### src/rtl/mc_add_sched.sv
// Round-robin scheduler driving wide add/sub through a shared SLICE_W adder, LSB slice first.
// Latency: grant at T, res_valid pulse at T+NSLICE+1; ready only in IDLE, so a requester stalls while an op is in flight.
module mc_add_sched #(
  parameter int WIDTH   = 128,
  parameter int SLICE_W = 32,
  localparam int NSLICE = WIDTH / SLICE_W,
  localparam int IDXW   = (NSLICE > 1) ? $clog2(NSLICE) : 1
) (
  input  logic               clk,
  input  logic               rst,
  input  logic               req0_valid,
  output logic               req0_ready,
  input  logic [WIDTH-1:0]   req0_a,
  input  logic [WIDTH-1:0]   req0_b,
  input  logic               req0_sub,
  input  logic               req1_valid,
  output logic               req1_ready,
  input  logic [WIDTH-1:0]   req1_a,
  input  logic [WIDTH-1:0]   req1_b,
  input  logic               req1_sub,
  output logic [SLICE_W-1:0] add_a,
  output logic [SLICE_W-1:0] add_b,
  output logic               add_cin,
  input  logic [SLICE_W-1:0] add_sum,
  input  logic               add_cout,
  output logic               res_valid,
  output logic               res_id,
  output logic [WIDTH-1:0]   res_sum,
  output logic               res_cout,
  output logic               res_ovf,
  output logic               busy
);

  typedef enum logic [1:0] {IDLE, RUN, DONE} state_t;

  state_t                          state_q;
  logic [IDXW-1:0]                 idx_q;
  logic                            carry_q;
  logic                            last_grant_q;
  logic                            id_q;
  logic [NSLICE-1:0][SLICE_W-1:0]  a_q;
  logic [NSLICE-1:0][SLICE_W-1:0]  b_q;
  logic [NSLICE-1:0][SLICE_W-1:0]  res_sum_q;
  logic                            res_valid_q;
  logic                            res_id_q;
  logic                            res_cout_q;
  logic                            res_ovf_q;

  logic grant0, grant1, last_slice, res_ovf_d;

  // On a tie the requester that did not win last time is served.
  assign grant0 = req0_valid && (!req1_valid || last_grant_q);
  assign grant1 = req1_valid && (!req0_valid || !last_grant_q);

  assign req0_ready = (state_q == IDLE) && grant0;
  assign req1_ready = (state_q == IDLE) && grant1;

  assign add_a   = (state_q == RUN) ? a_q[idx_q] : '0;
  assign add_b   = (state_q == RUN) ? b_q[idx_q] : '0;
  assign add_cin = (state_q == RUN) ? carry_q : 1'b0;

  assign last_slice = (idx_q == IDXW'(NSLICE - 1));
  // b_q already holds ~b for subtract, so one rule covers both operations.
  assign res_ovf_d  = (a_q[NSLICE-1][SLICE_W-1] == b_q[NSLICE-1][SLICE_W-1]) &&
                      (add_sum[SLICE_W-1] != a_q[NSLICE-1][SLICE_W-1]);

  always_ff @(posedge clk) begin
    if (!rst) begin
      state_q      <= IDLE;
      idx_q        <= '0;
      carry_q      <= 1'b0;
      last_grant_q <= 1'b1;
      id_q         <= 1'b0;
      a_q          <= '0;
      b_q          <= '0;
      res_sum_q    <= '0;
      res_valid_q  <= 1'b0;
      res_id_q     <= 1'b0;
      res_cout_q   <= 1'b0;
      res_ovf_q    <= 1'b0;
    end else begin
      case (state_q)
        IDLE: begin
          res_valid_q <= 1'b0;
          if (grant0 || grant1) begin
            a_q          <= grant1 ? req1_a : req0_a;
            b_q          <= grant1 ? (req1_sub ? ~req1_b : req1_b)
                                   : (req0_sub ? ~req0_b : req0_b);
            carry_q      <= grant1 ? req1_sub : req0_sub;
            id_q         <= grant1;
            last_grant_q <= grant1;
            idx_q        <= '0;
            state_q      <= RUN;
          end
        end
        RUN: begin
          res_sum_q[idx_q] <= add_sum;
          carry_q          <= add_cout;
          idx_q            <= idx_q + 1'b1;
          if (last_slice) begin
            res_cout_q  <= add_cout;
            res_ovf_q   <= res_ovf_d;
            res_id_q    <= id_q;
            res_valid_q <= 1'b1;
            state_q     <= DONE;
          end
        end
        DONE: begin
          res_valid_q <= 1'b0;
          state_q     <= IDLE;
        end
        default: state_q <= IDLE;
      endcase
    end
  end

  assign res_valid = res_valid_q;
  assign res_id    = res_id_q;
  assign res_sum   = res_sum_q;
  assign res_cout  = res_cout_q;
  assign res_ovf   = res_ovf_q;
  assign busy      = (state_q != IDLE);

endmodule

### config.mk
export PLATFORM = sky130hd
export DESIGN_NAME = mc_add_sched
export DESIGN_NICKNAME = d
export VERILOG_FILES = /design/src/rtl/mc_add_sched.sv
export SDC_FILE = /design/constraint.sdc
export NUM_CORES = 1
export LEC_CHECK = 0
export ABC_CLOCK_PERIOD_IN_PS = 2000
export CAP_MARGIN = 20
export CORE_AREA = 4 4 293 295
export DETAILED_ROUTE_END_ITERATION = 10
export DIE_AREA = 0 0 297 299
export SYNTH_ARGS = -nofsm -noshare
export SYNTH_HDL_FRONTEND = slang
export SYNTH_SLANG_ARGS = --single-unit
export TNS_END_PERCENT = 50
### constraint.sdc
create_clock -name clk -period 2 [get_ports clk]
set_input_delay 0.4 -clock clk [delete_from_list [all_inputs] [get_ports clk]]
set_output_delay 0.4 -clock clk [all_outputs]
set_load 0.03 [all_outputs]
==> impl_metrics.xml <==
<?xml version="1.0" encoding="UTF-8"?>
<metrics>
  <group name="run_status">
    <metric name="run_status" unit="">finished with violations</metric>
    <metric name="violations" unit="">negative setup slack</metric>
  </group>
  <group name="grt">
    <metric name="grt_antenna_before_repair" unit="">43</metric>
    <metric name="first_global_vias" unit="">21200</metric>
    <metric name="maximum_number_of_pins_on_one_net_before_global_route_repair" unit="">122</metric>
    <metric name="grt_first_pass_wirelength" unit="um">138000</metric>
    <metric name="globalRouteTotalUtil" unit="%">20.3</metric>
    <metric name="globalRoute.totalOverflow" unit="">0</metric>
  </group>
  <group name="die">
    <metric name="top_level_ports" unit="">751</metric>
    <metric name="die_area" unit="mm2">0.0888</metric>
    <metric name="chipWidth" unit="um">297</metric>
    <metric name="start_util" unit="%">25.4</metric>
    <metric name="num_rows" unit="">106</metric>
    <metric name="die_height" unit="um">299</metric>
    <metric name="core_area" unit="mm2">0.0832</metric>
  </group>
  <group name="timing">
    <metric name="min_clock_period_post_route" unit="ns">2.56</metric>
    <metric name="final_critical_path_setup_slack" unit="ns">-0.564</metric>
    <metric name="max-slew-margin-rel" unit="%">55.4</metric>
    <metric name="timing.final.max_slew_violations" unit="">0</metric>
    <metric name="layout_worst_path_cycle_share" unit="%">128</metric>
    <metric name="setup_repair_after_global_routing_missed_its_margin" unit="">yes</metric>
    <metric name="fin_worst_skew" unit="ns">0.0192</metric>
    <metric name="final-setup-viol-count" unit="">67</metric>
    <metric name="setup-tns-final" unit="ns">-31.79</metric>
    <metric name="tightest_slew" unit="ns">0.670</metric>
    <metric name="report.final.hold_viol_count" unit="">0</metric>
    <metric name="timing.fmax" unit="MHz">390</metric>
  </group>
  <group name="routing">
    <metric name="routedWlPerCell" unit="um">21.9</metric>
    <metric name="drt_pre_antenna_iters" unit="">5</metric>
    <metric name="wl" unit="um">95800</metric>
    <metric name="dr_total_vias" unit="">21400</metric>
    <metric name="drt_drc_violations_left" unit="">0</metric>
    <metric name="route.detailed.vias_per_inst" unit="">4.88</metric>
    <metric name="route.antenna.remaining_nets" unit="">0</metric>
    <metric name="drt_iter0_drc" unit="">1330</metric>
  </group>
  <group name="logic_synthesis">
    <metric name="synth_edf_count" unit="">0</metric>
    <metric name="synth_async_sr_flop_share" unit="%">0</metric>
    <metric name="synth-warning-count" unit="">0</metric>
    <metric name="synth_ff_type" unit="">sky130_fd_sc_hd__dfxtp_1</metric>
    <metric name="number_of_nets_in_the_synthesized_netlist" unit="">3056</metric>
    <metric name="post_synth_inst_count" unit="">2501</metric>
    <metric name="syn_area_per_cell" unit="um2">8.44</metric>
    <metric name="number_of_distinct_standard_cells_referenced_by_the_synthesized_netlist" unit="">33</metric>
    <metric name="part_of_the_yosys_area_used_for_sequential_elements" unit="%">37.5</metric>
    <metric name="synth_seq_cells" unit="">395</metric>
    <metric name="post_synthesis_instance_area" unit="mm2">0.0211</metric>
  </group>
  <group name="power">
    <metric name="leakage" unit="nW">13.0</metric>
    <metric name="power_density_over_the_cells" unit="mW/mm2">745</metric>
    <metric name="peakVddDrop" unit="mV">0.590</metric>
  </group>
  <group name="clocking">
    <metric name="max-clock-path-buffers" unit="">3</metric>
    <metric name="tritoncts" unit="">built</metric>
    <metric name="postCtsHoldBufs" unit="">0</metric>
    <metric name="tritoncts.num_buffers" unit="">47</metric>
    <metric name="clkLatencyLatePin" unit="ns">0.59</metric>
    <metric name="cts_root_buffer" unit="">sky130_fd_sc_hd__clkbuf_16</metric>
    <metric name="htreeDepth" unit="">2</metric>
    <metric name="cts.clk_slew.worst_paths" unit="ns">0.07</metric>
    <metric name="cts_num_sinks" unit="">395</metric>
  </group>
  <group name="layout">
    <metric name="drive_gt1_share" unit="%">17.4</metric>
    <metric name="utilization" unit="%">39.8</metric>
    <metric name="synthToLayoutAreaGrowth" unit="%">56.8</metric>
    <metric name="layout.nets" unit="">3779</metric>
    <metric name="filler_cells_inserted" unit="">8339</metric>
  </group>
  <group name="placed_design">
    <metric name="port_buffers" unit="">750</metric>
    <metric name="gpl.final_weighted_congestion" unit="">0.914</metric>
    <metric name="dp.final_hpwl" unit="um">72600</metric>
  </group>
  <group name="critical_path">
    <metric name="setup.worst_path.end_class" unit="">primary output</metric>
    <metric name="timing_worst_setup_path_type" unit="">flop to primary output</metric>
    <metric name="critical_path_peak_fanout" unit="">22</metric>
    <metric name="critical_path.startpoint_type" unit="">flop</metric>
    <metric name="crit_arrival" unit="ns">2.16</metric>
    <metric name="crit_required" unit="ns">1.60</metric>
  </group>
  <group name="worst_hold_path">
    <metric name="hold_path.class" unit="">primary input to flop</metric>
  </group>
  <group name="flow_run">
    <metric name="cap_viol_max_count" unit="">0</metric>
  </group>
</metrics>
[critical path: stages (launching register included)]
cell and delay, ns:
sky130_fd_sc_hd__dfxtp_4 0.39, sky130_fd_sc_hd__buf_16 0.20, sky130_fd_sc_hd__buf_4 0.25, sky130_fd_sc_hd__mux4_2 0.31, sky130_fd_sc_hd__and2_1 0.20, sky130_fd_sc_hd__buf_4 0.18
[metrics by stage]
stage	cell area [um2]	instances	hold slack (ns)	worst slack [ns]	total power [W]
6_report	33100	4381	0.213	-0.564	0.0247
5_1_grt	33100	4378	0.196	-0.629	0.0256
4_1_cts	32900	4341	0.170	-0.651	0.0249
3_5_place_dp	31000	4247	0.446	-0.216	0.0153
3_3_place_gp	31000	4247	0.441	-0.201	0.0152
2_1_floorplan	21100	2501	0.432	0.0360	0.0121
[state kept, by name (all words and copies together), names as in the netlist, 2 cells and up]
name,cells
a_q,128
b_q,128
idx_q,2
res_sum,128
state_q,2
[power breakdown]
part | total (W) | switching (W) | internal [W]
combinational | 0.00622 | 0.00308 | 0.00314
sequential | 0.00900 | 0.000477 | 0.00852
clock | 0.00943 | 0.00373 | 0.00570
[timing repair]
action / CTS / global route
gates resized for setup: 220 / 30
gates cloned: 0 / 1
pin swaps: 2 / 2
setup endpoints to repair: 200 / 68
buffers inserted: 7 / 2
[worst paths after layout]
path / from / end / slack (ns) / cells past startpoint
setup / recovery: idx_q[0]$_SDFFE_PN0P_ / add_a[21] / -0.56 / 5
hold reg to reg: res_sum[86]$_SDFFE_PN0P_ / res_sum[86]$_SDFFE_PN0P_ / 0.45 / 2
hold / removal: rst / last_grant_q$_SDFFE_PN1P_ / 0.21 / 2
setup reg to reg: state_q[0]$_SDFFE_PN0P_ / b_q[2]$_SDFFE_PN0P_ / 0.10 / 7
[routing by layer]
metal	GRT usage, %	wire length, um	vias to the layer above
met5	0	39	-
met4	9.30	3510	6
met3	4.94	6970	173
met2	33.5	46400	863
met1	24.9	38900	10200
li1	-	-	10100
[Yosys cell counts, types with 12 or more instances]
library cell,number,area (um2)
sky130_fd_sc_hd__a21oi_1,261,1310
sky130_fd_sc_hd__a311oi_1,30,263
sky130_fd_sc_hd__a311oi_2,100,1500
sky130_fd_sc_hd__and2_1,66,413
sky130_fd_sc_hd__buf_2,93,465
sky130_fd_sc_hd__buf_4,12,90.1
sky130_fd_sc_hd__buf_6,12,135
sky130_fd_sc_hd__clkbuf_1,128,480
sky130_fd_sc_hd__dfxtp_1,395,7910
sky130_fd_sc_hd__mux4_2,64,1440
sky130_fd_sc_hd__nand2_1,650,2440
sky130_fd_sc_hd__nor2_1,262,983
sky130_fd_sc_hd__o32ai_1,128,1120
sky130_fd_sc_hd__xor2_1,256,2240
[cell type report]
cell class	instances	area (um2)	share of cell area, %
multi-input cells	1847	12200	36.7
repair buffers	928	9840	29.7
flip-flops and latches	395	7920	23.9
clock buffers	62	1360	4.10
well taps	1080	1350	4.09
clock inverters	26	337	1.02
diodes	38	95.1	0.287
inverters	5	30.0	0.0908
[placed cells by master, fill, tap and decap left out, types with 5 or more instances in the layout]
cell / synthesis / layout
sky130_fd_sc_hd__a21oi_1: 261 / 260
sky130_fd_sc_hd__a311oi_1: 30 / 30
sky130_fd_sc_hd__a311oi_2: 100 / 100
sky130_fd_sc_hd__and2_1: 66 / 12
sky130_fd_sc_hd__and2_4: 0 / 53
sky130_fd_sc_hd__buf_12: 0 / 87
sky130_fd_sc_hd__buf_4: 12 / 108
sky130_fd_sc_hd__buf_6: 12 / 48
sky130_fd_sc_hd__bufinv_16: 0 / 7
sky130_fd_sc_hd__clkbuf_1: 128 / 5
sky130_fd_sc_hd__clkbuf_16: 0 / 50
sky130_fd_sc_hd__clkbuf_8: 0 / 8
sky130_fd_sc_hd__clkdlybuf4s50_1: 0 / 547
sky130_fd_sc_hd__clkinv_2: 0 / 13
sky130_fd_sc_hd__dfxtp_1: 395 / 391
sky130_fd_sc_hd__diode_2: 0 / 38
sky130_fd_sc_hd__dlygate4sd2_1: 0 / 132
sky130_fd_sc_hd__mux4_2: 64 / 64
sky130_fd_sc_hd__nand2_1: 650 / 650
sky130_fd_sc_hd__nand3b_1: 5 / 5
sky130_fd_sc_hd__nor2_1: 262 / 261
sky130_fd_sc_hd__o32ai_1: 128 / 128
sky130_fd_sc_hd__xor2_1: 256 / 256
[cell families (layout without fill, tap and decap cells)]
kind of cell    count (synthesis)  in the layout  synth area share [%]
simple gates                  994            994                  18.8
compound gates                529            529                  20.2
flops                         395            395                  37.5
buf+inv                       259           1021                  5.80
xor+xnor                      256            256                  10.6
mux                            64             64                  6.83
fa+ha+maj                       4              4                 0.237
other cells                     0             38                     0
(Power assumes the default switching activity.)
